### src/rtl/tdm_pkg.sv
// tdm_pkg: shared types and widths for the two-channel TDM demultiplexer
package tdm_pkg;
    typedef enum logic [1:0] {SEEK, EXPECT1, EXPECT0} state_t;
    localparam int FRAME_CNT_W = 16;
endpackage

### src/rtl/tdm_demux2_if.sv
// tdm_demux2_if: TDM bus input and parallel channel outputs of the demultiplexer
interface tdm_demux2_if #(parameter int WIDTH = 8);
    logic [WIDTH-1:0] in_data;
    logic             in_valid;
    logic             in_sync;
    logic [WIDTH-1:0] out0;
    logic [WIDTH-1:0] out1;
    logic             out_valid;
    logic             locked;
    logic             sync_err;
    logic [15:0]      frame_count;
    modport master (output in_data, in_valid, in_sync,
                    input out0, out1, out_valid, locked, sync_err, frame_count);
    modport slave (input in_data, in_valid, in_sync,
                   output out0, out1, out_valid, locked, sync_err, frame_count);
endinterface

### src/rtl/tdm_frame_counter.sv
// tdm_frame_counter: wrapping count of completed frames
module tdm_frame_counter
    import tdm_pkg::*;
(
    input  logic                   clk,
    input  logic                   rst,
    input  logic                   en,
    output logic [FRAME_CNT_W-1:0] count
);
    always_ff @(posedge clk)
        count <= rst ? '0 : count + FRAME_CNT_W'(en);
endmodule

### src/rtl/tdm_demux2.sv
// tdm_demux2: tracks sync alignment on a two-channel TDM bus and emits whole frames
module tdm_demux2
    import tdm_pkg::*;
#(
    parameter int WIDTH = 8
) (
    input logic         clk,
    input logic         reset,
    tdm_demux2_if.slave bus
);
    state_t           state;
    logic [WIDTH-1:0] stage0;
    logic             frame_done;
    logic             proto_err;
    assign frame_done = bus.in_valid && !bus.in_sync && state == EXPECT1;
    assign proto_err  = bus.in_valid && (bus.in_sync ? state == EXPECT1 : state == EXPECT0);
    always_ff @(posedge clk) begin
        if (reset) begin
            state         <= SEEK;
            stage0        <= '0;
            bus.out0      <= '0;
            bus.out1      <= '0;
            bus.out_valid <= 1'b0;
            bus.locked    <= 1'b0;
            bus.sync_err  <= 1'b0;
        end else begin
            bus.out_valid <= frame_done;
            bus.sync_err  <= proto_err;
            if (bus.in_valid) begin
                if (bus.in_sync) begin
                    // a sync always restarts a frame; alignment survives only if it follows a full frame
                    stage0     <= bus.in_data;
                    state      <= EXPECT1;
                    bus.locked <= state == EXPECT0;
                end else if (state == EXPECT1) begin
                    bus.out0   <= stage0;
                    bus.out1   <= bus.in_data;
                    state      <= EXPECT0;
                    bus.locked <= 1'b1;
                end else begin
                    state      <= SEEK;
                    bus.locked <= 1'b0;
                end
            end
        end
    end
    tdm_frame_counter u_cnt (
        .clk  (clk),
        .rst  (reset),
        .en   (frame_done),
        .count(bus.frame_count)
    );
endmodule
### src/flat_wrapper.sv
// flat-port wrapper written by rule: the top's interface ports become plain ports
module tdm_demux2_flat import tdm_pkg::*;
#(
    parameter int WIDTH = 8
)
  (clk, reset, bus_in_data, bus_in_valid, bus_in_sync, bus_out0, bus_out1, bus_out_valid, bus_locked, bus_sync_err, bus_frame_count);
  tdm_demux2_if #(.WIDTH(WIDTH)) bus_i ();
  input logic clk;
  input logic reset;
  input wire logic [$bits(bus_i.in_data)-1:0] bus_in_data;
  input wire logic [$bits(bus_i.in_valid)-1:0] bus_in_valid;
  input wire logic [$bits(bus_i.in_sync)-1:0] bus_in_sync;
  output wire logic [$bits(bus_i.out0)-1:0] bus_out0;
  output wire logic [$bits(bus_i.out1)-1:0] bus_out1;
  output wire logic [$bits(bus_i.out_valid)-1:0] bus_out_valid;
  output wire logic [$bits(bus_i.locked)-1:0] bus_locked;
  output wire logic [$bits(bus_i.sync_err)-1:0] bus_sync_err;
  output wire logic [$bits(bus_i.frame_count)-1:0] bus_frame_count;
  assign bus_i.in_data = bus_in_data;
  assign bus_i.in_valid = bus_in_valid;
  assign bus_i.in_sync = bus_in_sync;
  assign bus_out0 = bus_i.out0;
  assign bus_out1 = bus_i.out1;
  assign bus_out_valid = bus_i.out_valid;
  assign bus_locked = bus_i.locked;
  assign bus_sync_err = bus_i.sync_err;
  assign bus_frame_count = bus_i.frame_count;
  tdm_demux2 #(.WIDTH(WIDTH)) u_core (.clk(clk), .reset(reset), .bus(bus_i));
endmodule
### config.mk
export PLATFORM = sky130hd
export DESIGN_NAME = tdm_demux2_flat
export DESIGN_NICKNAME = d
export VERILOG_FILES = /design/src/rtl/tdm_pkg.sv /design/src/rtl/tdm_demux2_if.sv /design/src/rtl/tdm_frame_counter.sv /design/src/rtl/tdm_demux2.sv /design/src/flat_wrapper.sv
export SDC_FILE = /design/constraint.sdc
export NUM_CORES = 1
export LEC_CHECK = 0
export CAP_MARGIN = 20
export CORE_MARGIN = 2
export CORE_UTILIZATION = 46
export CTS_CLUSTER_SIZE = 14
export DETAILED_ROUTE_END_ITERATION = 10
export PLACE_DENSITY = 0.8
export SETUP_SLACK_MARGIN = 0.4
export SLEW_MARGIN = 20
export SYNTH_ARGS = -nofsm -noshare
export SYNTH_HDL_FRONTEND = slang
export SYNTH_SLANG_ARGS = --single-unit
### constraint.sdc
create_clock -name clk -period 3.4 [get_ports clk]
set_clock_uncertainty 0.15 [all_clocks]
set_input_delay 0.51 -clock clk [delete_from_list [all_inputs] [get_ports clk]]
set_output_delay 0.51 -clock clk [all_outputs]
set_load 0.1 [all_outputs]
* After elaboration in Yosys (flattened, before gate mapping)
Cells that the tools add are included.
** Cells by class
- Add/sub/neg operators :: 1
- Equal/unequal tests :: 2
- Muxes and demuxes :: 5
- Bitwise operators :: 1
- Reductions and logical operators :: 6
** Operators with widths (number)
- adder 16 x 1 -> 16 bit :: 1
- 2-to-1 mux 2 bit :: 2
- logical AND 1 bit :: 3
- 2-to-1 mux 1 bit :: 3
- AND reduction 3 bit :: 1
- == test 2 x 1 -> 1 bit, second input constant :: 1
- == test 2 bit, second input constant :: 1
- AND reduction 2 bit :: 1
- logical NOT 1 bit :: 1
- inverter 1 bit :: 1
** Word-level totals
- Flip-flop bits (word level) :: 45
- Input bits :: 12

* Logic depth before layout (Yosys ltp)
- Word-level depth :: 4
- Mapped depth :: 10
- Depth with buffers taken out :: 9

* Hierarchy
Synthesis repeated with hierarchy kept, for this count alone.
** Unflattened totals
- Cells, all modules :: 207
- Area, all modules :: 2010.7 um^2
** By module, submodules not included
- tdm_demux2 :: times used 1, cells each 125, area an instance 1262.5 um^2
- tdm_frame_counter :: times used 1, cells each 82, area an instance 748.2 um^2

* Least setup slack after synthesis
No wires, ideal clock.
- Path kind :: input to register
- Start point :: input port bus_in_valid
- End point :: register u_core.u_cnt.count[14]
- Arrival time :: 2210 ps
- Data required time :: 3122 ps
- Slack :: 912 ps
- Cell stages on the path :: 10
- Path through :: clkbuf_1 nand3_4 inv_2 buf_4 ha_1 ha_1 nand4_1 nor4_2 xnor2_1 nor2_1
** Between the ends
- Word-level cells in the longest chain between the ends :: 3
** Ends and longest elaborated chain
- from (decl) :: RTL line flat_wrapper.sv:11 : input wire logic [$bits(bus_i.in_valid)-1:0] bus_in_valid;
- logical AND 1 bit (2 in a row) :: RTL line tdm_demux2.sv:15 : assign frame_done = bus.in_valid && !bus.in_sync && state == EXPECT1;
- net u_core.frame_done :: RTL line tdm_demux2.sv:13 : logic frame_done;
- adder 16 x 1 -> 16 bit :: RTL line tdm_frame_counter.sv:11 : count <= rst ? '0 : count + FRAME_CNT_W'(en);
- to (signal assigned) :: RTL line tdm_frame_counter.sv:11
- to (decl) :: RTL line tdm_frame_counter.sv:8 : output logic [FRAME_CNT_W-1:0] count
The timed path passes the listed nets, and every way through them passes these cells.
A chain may end at the register's enable or synchronous reset.

* Worst setup path in the final report
- Start point :: input port bus_in_sync
- End point :: register u_core.u_cnt.count[14]
** Between the ends
- Word-level cells in the longest chain between the ends :: 4
** Ends and longest elaborated chain
- from (decl) :: RTL line flat_wrapper.sv:12 : input wire logic [$bits(bus_i.in_sync)-1:0] bus_in_sync;
- logical NOT 1 bit :: RTL line tdm_demux2.sv:15
- logical AND 1 bit (2 in a row) :: RTL line tdm_demux2.sv:15
- adder 16 x 1 -> 16 bit :: RTL line tdm_frame_counter.sv:11
No other way between the ends.

==> metrics.txt <==
Clock Tree Root clkbuf_8; FF/Latch Area 901 sq um; count of state elements after synthesis 45; sequential share of the synthesized area 50.8%; Hold Path Sink u_core.bus.out0[5]; cell accounting for the most synthesized area dfxtp_1; CTS tree done; most frequent cell on the critical path ha_1; area occupied by multi-input gates 813 sq um; Worst Setup Start Kind input pin; Top Usage Layer GRT met2; I/O pin total 47; Worst-Margin Slew 0.980 ns; PD cells 415 mW/mm^2; total of max-cap violations 0; Iter 0 DRT Violations 98; CP startpoint bus_in_sync; largest net degree at the start of global routing 29; first-pass GRT wire length 6090 um; status finished, final reports clean; Synth Area in Compound Gates 9.46%; Setup violations, final 0; dpl hpwl 2450 um; CP required 3.42 ns; Synth Cell Area 0.00177 sq mm; synthesized instance count 207; CTS H-tree depth 2; Final Max Tran Viols 0; most common cell in the netlist nand2_1; Yosys cell types 29; # clock sinks 45; n_diodes 0; Post-Synth Adder-Cell Area 2.12%; CTS Buf Count 5; largest family of logic cells by synthesized area simple AND/OR/NAND/NOR gates; prevailing post-synth register cell dfxtp_1; nets 268; Wirelength per Cell 11.9 um; die width 66.1 um; Hold/Removal Path Class flip-flop to flip-flop; GRT overflow 0; Global Route Usage Sum 18.3%; Final ANT Viol Nets 0; Rows 22; Reg-to-Reg End u_core.u_cnt.count[14]; Synth area leaders dfxtp_1, nand2_1, a21oi_1; WS Path Type input pin to flip-flop; Avg Inst Size Synth 8.56 sq um; crit-path leading delay family buffers and inverters; CP max-delay cell clkdlybuf4s50_1; final setup margin 0.716 ns; Post-synth EDFFs 0; top-area cell type share of the netlist area 50.8%; Bufs and invs on worst path 3; via count 1487; final worst-path cycle share 79.0%; chip height 66.1 um; DRC 0; Synth Warn # 0; Final min period 2.68 ns; Peak VDD IR 0.360 mV; setup_tns 0 ns; met1 Track Usage GR 22.5%; vias in the first global route 1380; fmax 0.373 GHz; leakage 0.827 nW; RR Startpoint u_core.state[1]; Filler cells 343; crit path max fanout 19; hold path depth 2; pre-CTS WS 0.318 ns; Worst-path clk slew 0.09 ns; r2r worst-path depth 9; first drt pass iteration count 5; Reg2Reg Setup Slack 0.85 ns; met2 Use GR 29.0%; Area Overhead vs Synth 31.4%; Core Region 0.00369 sq mm; Post-Route WL 3580 um; CTS Buffer Depth 2; Worst EP arrival 2.71 ns; Port-buffer cells 46; RSZ-0062 raised after global routing no; CP endpoint kind flip-flop; simple-gate share of the synthesized area 28.2%; initial antenna violation count 0; gpl congestion 0.755; met3 Use GR 6.98%; share of post-route cells with drive strength above 1 13.8%; Post-CTS Setup Bufs 0; die area 0.00436 sq mm; Via density 4.92; delay of the slowest critical-path stage 0.42 ns; ys async rst share 0%; post-synthesis mux area share 0.636%; Critical Path, Cell by Cell clkdlybuf4s50_1, inv_1, nand3_4, clkinv_2, ha_1, ha_1, nand4_1, nor4_2, xnor2_1, nor2_1; final hold viol count 0; Post-synth top cells nand2_1, dfxtp_1, a21oi_1; Clock Latency Late Sink 0.31 ns; syn_nets 222; worst hold start u_core.stage0[5]; worst relative slew slack 34.4%; Synth Area in XOR/XNOR 5.44%; initial core utilization 48.0%
[through the flow]
stage	area (sq um)	utilization (%)	power (W)	std cells	hold slack, ns
CTS	2330	63.1	0.000973	302	0.307
global route	2330	63.1	0.000998	302	0.324
global placement	2230	60.5	0.000629	294	0.290
floorplan	1770	-	0.000602	207	0.282
finish	2330	63.1	0.000965	302	0.305
detailed placement	2230	60.5	0.000630	294	0.295
[kinds of logic (layout without fill, tap and decap cells)]
family / after synthesis / in the layout
muxes: 1 / 1
and+or+nand+nor: 100 / 100
DFF: 45 / 45
buffers and inverters: 14 / 61
xor gates and xnor gates: 11 / 11
adders and majority gates: 3 / 3
AOI/OAI and AO/OA: 33 / 33
[worst min-delay path, cell delays in order (launching register included)]
cell and delay, ns:
dfxtp_1 0.32, nand2_1 0.05, a21oi_1 0.05
[what timing repair did]
action / 4_1_cts / 5_1_grt
hold buffers: 0 / 0
setup endpoints to repair: 0 / 3
resized for setup: 0 / 1
[worst max path at each step]
| stage | end | slack (ns) | cells past startpoint |
|---|---|---|---|
| after floorplan | u_core.u_cnt.count[14] | 0.91 | 10 |
| after global placement | u_core.u_cnt.count[14] | 0.38 | 10 |
| after detailed placement | u_core.u_cnt.count[14] | 0.32 | 10 |
| after CTS | u_core.u_cnt.count[14] | 0.65 | 10 |
| after global routing | u_core.u_cnt.count[14] | 0.44 | 10 |
| final | u_core.u_cnt.count[14] | 0.72 | 10 |
[flip-flops by register name, indices dropped and copies added, names as in the netlist]
| name | flops |
|---|---|
| u_core.bus.locked | 1 |
| u_core.bus.out0 | 8 |
| u_core.bus.out1 | 8 |
| u_core.bus.out_valid | 1 |
| u_core.bus.sync_err | 1 |
| u_core.stage0 | 8 |
| u_core.state | 2 |
| u_core.u_cnt.count | 16 |
[power breakdown]
group	switching (W)	total, W	internal, W
logic	0.0000513	0.0000776	0.0000263
clock network	0.000198	0.000348	0.000150
registers	0.00000453	0.000540	0.000535
total	0.000254	0.000965	0.000711
[final cells by class]
cell class / instances / share of cell area (%)
clock inverters: 3 / 1.08
clock buffers: 5 / 2.96
repair buffers: 49 / 19.0
inverters: 4 / 0.699
multi-input cells: 148 / 34.9
well taps: 48 / 2.58
flip-flops and latches: 45 / 38.7
[layer usage]
metal	wire length (um)	share of wire, %	vias up
met3	252	7.0	7
met5	0	0	-
met2	1620	45	38
met4	59	1.6	0
met1	1650	46	662
li1	-	-	780
[cells in the final DEF (no fill, tap or decap)]
cell type         n
a211oi_1          1
a21oi_1          30
and2b_1           1
buf_4            19
clkbuf_8          5
clkdlybuf4s50_1  30
clkinv_2          1
clkinvlp_4        1
dfxtp_1          45
ha_1              3
inv_1             3
inv_6             2
mux2_1            1
nand2_1          47
nand2b_1          2
nand3_1          13
nand3_2           1
nand3_4           1
nand4_1           2
nand4_4           1
nor2_1           17
nor2b_1           3
nor3_1            4
nor3_2            1
nor3b_1           2
nor4_2            3
o21ai_0           2
or3_1             2
xnor2_1           9
xor2_1            2
No activity file was read; power rests on OpenSTA's default activity.
